<file path="config.mk">
export PLATFORM = sky130hd
export DESIGN_NAME = pipelined_adder_flat
export DESIGN_NICKNAME = d
export VERILOG_FILES = /design/src/rtl/pipelined_adder_pkg.sv /design/src/rtl/pipelined_adder_if.sv /design/src/rtl/pipelined_adder_slice.sv /design/src/rtl/pipelined_adder.sv /design/src/flat_wrapper.sv
export SDC_FILE = /design/constraint.sdc
export NUM_CORES = 1
export LEC_CHECK = 0
export ABC_AREA = 1
export ABC_CLOCK_PERIOD_IN_PS = 2300
export BUFFER_PORTS_ARGS = -buffer_cell sky130_fd_sc_hd__buf_4
export CAP_MARGIN = 10
export CORE_MARGIN = 10
export CORE_UTILIZATION = 55
export CTS_BUF_LIST = sky130_fd_sc_hd__clkbuf_4 sky130_fd_sc_hd__clkbuf_8
export CTS_CLUSTER_SIZE = 30
export DETAILED_ROUTE_END_ITERATION = 16
export GPL_ROUTABILITY_DRIVEN = 1
export PLACE_DENSITY = 0.76
export SLEW_MARGIN = 5
export SYNTH_ARGS = -nofsm -noshare
export SYNTH_HDL_FRONTEND = slang
export SYNTH_SLANG_ARGS = --single-unit
</file>
<file path="constraint.sdc">
create_clock -name clk -period 2.3 [get_ports clk]
set_input_delay 0.575 -clock clk [delete_from_list [all_inputs] [get_ports clk]]
set_output_delay 0.575 -clock clk [all_outputs]
set_load 0.01 [all_outputs]
</file>
<file path="src/rtl/pipelined_adder_pkg.sv">
// Shared types and helpers for pipelined_adder.
//   slice_w()  : per-stage slice width (WIDTH / STAGES)
//   stage_t    : per-stage pipeline record; fields sized to MAX_W so one
//                typedef serves every WIDTH up to MAX_W
//   STAGE_RST  : value of a stage register after reset
package pipelined_adder_pkg;

  localparam int MAX_W = 64;

  function automatic int slice_w(input int width, input int stages);
    return width / stages;
  endfunction

  // a_rem/b_rem are shifted right by one slice per stage, so the slice a
  // stage consumes always sits in the low bits. sum_done collects finished
  // slices at their final bit positions.
  typedef struct packed {
    logic             valid;
    logic             carry;
    logic [MAX_W-1:0] a_rem;
    logic [MAX_W-1:0] b_rem;
    logic [MAX_W-1:0] sum_done;
  } stage_t;

  localparam stage_t STAGE_RST = '{valid: 1'b0, carry: 1'b0,
                                   a_rem: '0, b_rem: '0, sum_done: '0};

endpackage

</file>
<file path="src/rtl/pipelined_adder_if.sv">
// Handshake bundle for pipelined_adder.
//   master : producer/consumer side (drives operands and out_ready)
//   slave  : the adder (drives in_ready and results)
// Optional: PIPELINED_ADDER_SUB_EN adds the 1-bit `sub` operand.
interface pipelined_adder_if #(parameter int WIDTH = 16);
  logic             in_valid;
  logic             in_ready;
  logic [WIDTH-1:0] a;
  logic [WIDTH-1:0] b;
  logic             cin;
`ifdef PIPELINED_ADDER_SUB_EN
  logic             sub;
`endif
  logic             out_valid;
  logic             out_ready;
  logic [WIDTH-1:0] sum;
  logic             cout;
  logic             ovf;

  modport master (
    output in_valid, a, b, cin,
`ifdef PIPELINED_ADDER_SUB_EN
    output sub,
`endif
    output out_ready,
    input  in_ready, out_valid, sum, cout, ovf
  );

  modport slave (
    input  in_valid, a, b, cin,
`ifdef PIPELINED_ADDER_SUB_EN
    input  sub,
`endif
    input  out_ready,
    output in_ready, out_valid, sum, cout, ovf
  );
endinterface

</file>
<file path="src/rtl/pipelined_adder_slice.sv">
// adder_slice: SW-bit combinational ripple add.
//   a, b, ci  : slice operands and carry in
//   s, co     : slice sum and carry out
//   c_msb_in  : carry into the slice MSB (for signed overflow at the top)
module adder_slice #(
  parameter int SW = 4
) (
  input  logic [SW-1:0] a,
  input  logic [SW-1:0] b,
  input  logic          ci,
  output logic [SW-1:0] s,
  output logic          co,
  output logic          c_msb_in
);
  logic [SW:0] t;

  assign t        = {1'b0, a} + {1'b0, b} + {{SW{1'b0}}, ci};
  assign s        = t[SW-1:0];
  assign co       = t[SW];
  // sum bit = a ^ b ^ carry_in, so the carry into the MSB falls out directly
  assign c_msb_in = a[SW-1] ^ b[SW-1] ^ s[SW-1];
endmodule

</file>
<file path="src/rtl/pipelined_adder.sv">
// pipelined_adder: WIDTH-bit a + b + cin split into STAGES slices with
// registered inter-slice carries; one beat/cycle, STAGES-cycle latency.
// Ports:
//   clk, rst_n : clock, async active-low reset
//   bus        : pipelined_adder_if.slave (in_valid/in_ready/a/b/cin,
//                out_valid/out_ready/sum/cout/ovf)
// Optional: PIPELINED_ADDER_SUB_EN -> bus.sub selects a - b (b inverted,
// stage-0 carry forced to 1, cin ignored; cout = 1 means no borrow).
// The whole pipe advances together whenever the output slot is free or
// being consumed; bubbles are not collapsed.
module pipelined_adder
  import pipelined_adder_pkg::*;
#(
  parameter int WIDTH  = 16,
  parameter int STAGES = 4
) (
  input logic              clk,
  input logic              rst_n,
  pipelined_adder_if.slave bus
);
  localparam int SW = slice_w(WIDTH, STAGES);

  if (WIDTH % STAGES != 0) begin : g_chk_div
    $error("pipelined_adder: WIDTH %0d not a multiple of STAGES %0d", WIDTH, STAGES);
  end
  if (STAGES < 1 || STAGES > WIDTH || WIDTH > MAX_W) begin : g_chk_rng
    $error("pipelined_adder: bad WIDTH %0d / STAGES %0d", WIDTH, STAGES);
  end

  logic             adv, acc, c0, ovf_q;
  logic [WIDTH-1:0] b_eff;
  stage_t           last;

  assign adv          = bus.out_ready | ~bus.out_valid;
  assign bus.in_ready = adv;
  assign acc          = bus.in_valid & adv;

`ifdef PIPELINED_ADDER_SUB_EN
  assign b_eff = bus.sub ? ~bus.b : bus.b;
  assign c0    = bus.sub | bus.cin;
`else
  assign b_eff = bus.b;
  assign c0    = bus.cin;
`endif

  for (genvar k = 0; k < STAGES; k++) begin : g_stg
    stage_t        d, q;
    logic [SW-1:0] s;
    logic          co, cm;

    if (k == 0) begin : g_src0
      // A non-accepting cycle still loads stage 0, just with valid = 0.
      always_comb begin
        d       = STAGE_RST;
        d.valid = acc;
        d.carry = c0;
        d.a_rem = MAX_W'(bus.a);
        d.b_rem = MAX_W'(b_eff);
      end
    end else begin : g_srcn
      assign d = g_stg[k-1].q;
    end

    adder_slice #(.SW(SW)) u_slice (
      .a        (d.a_rem[SW-1:0]),
      .b        (d.b_rem[SW-1:0]),
      .ci       (d.carry),
      .s        (s),
      .co       (co),
      .c_msb_in (cm)
    );

    always_ff @(posedge clk or negedge rst_n) begin
      if (!rst_n) begin
        q <= STAGE_RST;
      end else if (adv) begin
        q                     <= d;
        q.carry               <= co;
        q.a_rem               <= d.a_rem >> SW;
        q.b_rem               <= d.b_rem >> SW;
        q.sum_done[k*SW +: SW] <= s;
      end
    end

    if (k == STAGES-1) begin : g_last
      always_ff @(posedge clk or negedge rst_n) begin
        if (!rst_n)   ovf_q <= 1'b0;
        else if (adv) ovf_q <= cm ^ co;
      end
    end else begin : g_mid
      logic unused_cm;
      assign unused_cm = cm;
    end
  end

  assign last          = g_stg[STAGES-1].q;
  assign bus.out_valid = last.valid;
  assign bus.sum       = last.sum_done[WIDTH-1:0];
  assign bus.cout      = last.carry;
  assign bus.ovf       = ovf_q;

  // Operand remnants and sum bits above WIDTH are dead at the output.
  logic unused_tail;
  assign unused_tail = ^{last.a_rem, last.b_rem, last.sum_done};
endmodule

</file>
<file path="src/flat_wrapper.sv">
// flat-port wrapper written by rule: the top's interface ports become plain ports
module pipelined_adder_flat import pipelined_adder_pkg::*;
#(
  parameter int WIDTH  = 16,
  parameter int STAGES = 4
)
  (clk, rst_n, bus_in_valid, bus_a, bus_b, bus_cin, bus_out_ready, bus_in_ready, bus_out_valid, bus_sum, bus_cout, bus_ovf);
  pipelined_adder_if #(.WIDTH(WIDTH)) bus_i ();
  input logic clk;
  input logic rst_n;
  input wire logic [$bits(bus_i.in_valid)-1:0] bus_in_valid;
  input wire logic [$bits(bus_i.a)-1:0] bus_a;
  input wire logic [$bits(bus_i.b)-1:0] bus_b;
  input wire logic [$bits(bus_i.cin)-1:0] bus_cin;
  input wire logic [$bits(bus_i.out_ready)-1:0] bus_out_ready;
  output wire logic [$bits(bus_i.in_ready)-1:0] bus_in_ready;
  output wire logic [$bits(bus_i.out_valid)-1:0] bus_out_valid;
  output wire logic [$bits(bus_i.sum)-1:0] bus_sum;
  output wire logic [$bits(bus_i.cout)-1:0] bus_cout;
  output wire logic [$bits(bus_i.ovf)-1:0] bus_ovf;
  assign bus_i.in_valid = bus_in_valid;
  assign bus_i.a = bus_a;
  assign bus_i.b = bus_b;
  assign bus_i.cin = bus_cin;
  assign bus_i.out_ready = bus_out_ready;
  assign bus_in_ready = bus_i.in_ready;
  assign bus_out_valid = bus_i.out_valid;
  assign bus_sum = bus_i.sum;
  assign bus_cout = bus_i.cout;
  assign bus_ovf = bus_i.ovf;
  pipelined_adder #(.WIDTH(WIDTH), .STAGES(STAGES)) u_core (.clk(clk), .rst_n(rst_n), .bus(bus_i));
endmodule
</file>
## After elaboration in Yosys (flattened, before gate mapping)

Index checks and enable logic that the tools add are counted.

| operators by class | value |
|---|---|
| add/subtract/negate cells | 8 |
| bitwise logic cells | 6 |

Operators with widths:

| cell | number |
|---|---|
| $add A4 B4 Y5 | 4 |
| $add A5 B1 Y5 | 4 |
| $xor A1 B1 Y1 | 3 |
| $and A1 B1 Y1 | 1 |
| $not A1 Y1 | 1 |
| $or A1 B1 Y1 | 1 |

| word-level totals | value |
|---|---|
| bits in registers | 97 |
| input bits | 37 |

## Logic depth before layout (Yosys ltp)

| logic depth | value |
|---|---|
| word-level depth | 4 |
| depth in mapped cells | 10 |
| mapped depth without buffers | 10 |

## Modules after synthesis

Synthesis repeated with hierarchy kept, for this count alone.

| second synthesis, totals | value |
|---|---|
| cell total of the unflattened synthesis | 510 |
| area, all modules | 4326.6 um2 |

Modules (own cells, without submodules):

| module | times used | cells each | area each (um2) | sequential area each (um2) |
|---|---|---|---|---|
| pipelined_adder | 1 | 406 | 3651.0 | 2427.3 |
| adder_slice | 4 | 26 | 168.9 | 0.0 |

## Worst setup path before layout

Ideal clock, no wire load.

| timing | value |
|---|---|
| path type | input-to-reg |
| start point | input port bus_cin |
| end point | register u_core.g_stg[0].q[1] in the netlist's numbering |
| setup time | 83 ps |
| arrival time | 1596 ps |
| path slack | 621 ps |
| stages | 4 |
| cells stage by stage | fa_1 > inv_1 > fa_1 > o21ai_0 |

| between the ends | value |
|---|---|
| cells in the longest elaborated chain, start to end | 1 |

RTL lines:

| element | line | text |
|---|---|---|
| from (decl) | flat_wrapper.sv:14 | `input wire logic [$bits(bus_i.cin)-1:0] bus_cin;` |
| $add A5 B1 Y5 | pipelined_adder_slice.sv:17 | `assign t = {1'b0, a} + {1'b0, b} + {{SW{1'b0}}, ci};` |
| to (decl) | pipelined_adder.sv:47 | `stage_t d, q;` |

No other way between the ends.
A chain may end at the register's enable or synchronous reset.

## Worst setup path in the final report

| timing | value |
|---|---|
| start point | register u_core.g_stg[1].q[192] in the netlist's numbering |
| end point | register u_core.g_stg[2].q[192] in the netlist's numbering |

| between the ends | value |
|---|---|
| cells in the longest elaborated chain, start to end | 1 |

RTL lines:

| element | line |
|---|---|
| from (decl) | pipelined_adder.sv:47 |
| $add A5 B1 Y5 | pipelined_adder_slice.sv:17 |
| to (decl) | pipelined_adder.sv:47 |

No other way between the ends.

==> flow_summary.toml <==
[timing]
setup_viol = 0
hold_violations = 0
final.min_clock_period_ns = 1.78
rsz0062_at_grt = "no"
finalClockSkew_ns = 0.00863
slew_headroom_pct = 54.4
max_freq_mhz = 562
fin_crit_sh_pct = 77.3
drv_slew = 0
worst_slew_pin_slew_ns = 0.684
worst_slack_ns = 0.522
hold_ws_ns = 0.242
setup_tns_ns = 0

[cts]
post_cts_resized = 0
insertion_delay_ns = 0.36
cts_made_buffers = 9
cts_root_buf = "clkbuf_8"
tritoncts = "built"
cts_setup_buffers = 0
htreeDepth = 3
clk_pin_slew_ns = 0.09
hold_buffers = 0
cts_max_path_buffers = 2
clock-sinks = 97

[logic_synthesis]
synthArstFlopShare_pct = 100
synth_top_area_cell = "dfrtp_1"
netlist_top_cells_count = "227 x nand2_1, 97 x dfrtp_1, 38 x o21ai_0"
yosys-top-cells-area = "dfrtp_1 57%, nand2_1 20%, o21ai_0 4.5%"
syn_avg_cell_area_um2 = 9.06
ys_seq_elements = 97
yosysUniqueCellTypes = 18
synth-edff-count = 0
yosysSeqAreaShare_pct = 56.9
synth_top_flop_cell = "dfrtp_1"
syn_area_mm2 = 0.00427
synth_top_area_share_pct = 56.9
yosysMostFrequentCell = "nand2_1"
synthCells = 471
synth_fp_nets = 528
ys_warn_count = 0

[routing]
routed_wl_mm = 8.26
post-route-drc-count = 0
dr.first_iter.drc_count = 159
vias = 3064
drtAntennaViolNets = 0
wire_per_inst_um = 13.1
viasPerCell = 4.86
drtPass1Iterations = 4

[layout]
drive_gt1_share_pct = 15.9
seq_area_mm2 = 0.00243
antenna_cells = 0
final_cell_area_mm2 = 0.00489
nNetsFinal = 580
fillers = 656
multi_input_area_mm2 = 0.00155
postLayoutCoreUtil_pct = 63.9
fin_cells = 630
area_delta_synth_final_pct = 14.6

[placement]
numPlacedInstances = 614
gp_congestion = 0.815
dpl_cell_area_mm2 = 0.00471
post-place-ws_ns = 0.454
port_buffers = 56
dpl.hpwl_mm = 5.70

[critical_path]
crit_fanout = 2
worstSetupEndpoint = "u_core.g_stg[2].q[192]$_DFFE_PN0N_"
regToRegStartpoint = "u_core.g_stg[1].q[192]$_DFFE_PN0N_"
timing.rr.end = "u_core.g_stg[2].q[192]$_DFFE_PN0N_"
critPathLaunch = "u_core.g_stg[1].q[192]$_DFFE_PN0N_"
rr_worst_depth = 6
critPathLaunchType = "flop"
crit_arrival_ns = 2.02
path_class = "flop to flop"
regToRegSetupSlack_ns = 0.52
endpoint_kind = "flop"
crit_required_ns = 2.54

[power_and_ir_drop]
p_sw_share_pct = 38.3
p_clk_share_pct = 16.0
seq_power_share_pct = 45.7
power.internal_mw = 3.85
p_per_area_mw_per_mm2 = 1280
p_leak_nw = 2.64
combPwrFrac_pct = 38.2
p_total_mw = 6.25
power_switching_mw = 2.39
peakVddDrop_mv = 0.471

[global_routing]
overflow = 0
grt_pass1_vias = 2977
grt_usage_pct = 14.6
antenna_found_initial = 0
grt_pass1_wl_mm = 13.9
grt_max_degree = 76

[floorplan]
dieArea_mm2 = 0.0117
die_w_um = 108
initial_utilization_pct = 55.8
die_h_um = 108
io_pins = 57
placementRows = 32
fp.coreArea_mm2 = 0.00765

[worst_hold_path]
hp-class = "input port to async pin"

[flow_run]
maxCapViolations = 0

[status]
status = "complete, no violations"
==> cell families after synthesis <==
logic type	after synthesis	synth area share [%]
compound gates	47	5.86
flops	97	56.9
simple gates	254	23.0
buf+inv	53	6.98
fa+ha+maj	20	7.27
==> final cells by class <==
type,instances,area share (%)
well taps,102,2.61
inverters,32,2.46
repair buffers,62,10.0
clock buffers,11,2.97
flip-flops and latches,97,49.7
clock inverters,5,0.640
multi-input cells,321,31.6
==> critical path, stage by stage (launching register included) <==
cell and delay, ns:
dfrtp_1 0.42, fa_1 0.47, fa_1 0.39, nand2_1 0.07, inv_1 0.05, o21ai_0 0.17
a21oi_1 0.09
==> registers in the layout, summed over array words and instances, names as in the netlist <==
name / flops
u_core.bus.sum: 16
u_core.bus.ovf: 1
u_core.g_stg.q: 78
u_core.bus.cout: 1
u_core.bus.out_valid: 1
==> power by group through the flow <==
stage,Clock [mW],Combinational [mW],Sequential [mW]
2_1_floorplan,0,1.67,2.86
3_3_place_gp,0,2.29,2.87
3_5_place_dp,0,2.40,2.89
4_1_cts,1.03,2.42,2.86
5_1_grt,1.11,2.80,2.94
6_report,1.00,2.39,2.86
==> routing by layer <==
layer	up-vias	track usage (%)	part of all wire (%)
li1	1559	-	-
met1	1423	19.6	46
met2	72	22.5	47
met3	10	2.91	4.8
met4	0	6.30	1.9
met5	-	0	0
==> cells in the final DEF, fill, tap and decap left out <==
cell,instances
inv_2,1
buf_4,60
ha_1,12
fa_1,8
nand2_1,227
clkinvlp_4,1
o21ai_0,38
inv_1,31
nor2_4,1
nand3_1,13
nand3b_1,1
clkinv_2,3
clkinv_4,1
dfrtp_1,97
buf_12,2
a21oi_1,7
or2_2,2
clkbuf_4,1
clkbuf_8,10
o22ai_2,2
nor2_1,10
==> how the worst min path moves through the flow <==
stage	start	to	slack (ns)
2_1_floorplan	rst_n	u_core.bus.cout$_DFFE_PN0N_	0.28
3_3_place_gp	u_core.g_stg[2].q[10]$_DFFE_PN0N_	u_core.bus.sum[10]$_DFFE_PN0N_	0.45
3_5_place_dp	u_core.g_stg[0].q[1]$_DFFE_PN0N_	u_core.g_stg[1].q[1]$_DFFE_PN0N_	0.45
4_1_cts	rst_n	u_core.bus.sum[4]$_DFFE_PN0N_	0.27
5_1_grt	rst_n	u_core.bus.cout$_DFFE_PN0N_	0.29
6_report	rst_n	u_core.bus.cout$_DFFE_PN0N_	0.24
No activity file was read; power rests on OpenSTA's default activity.
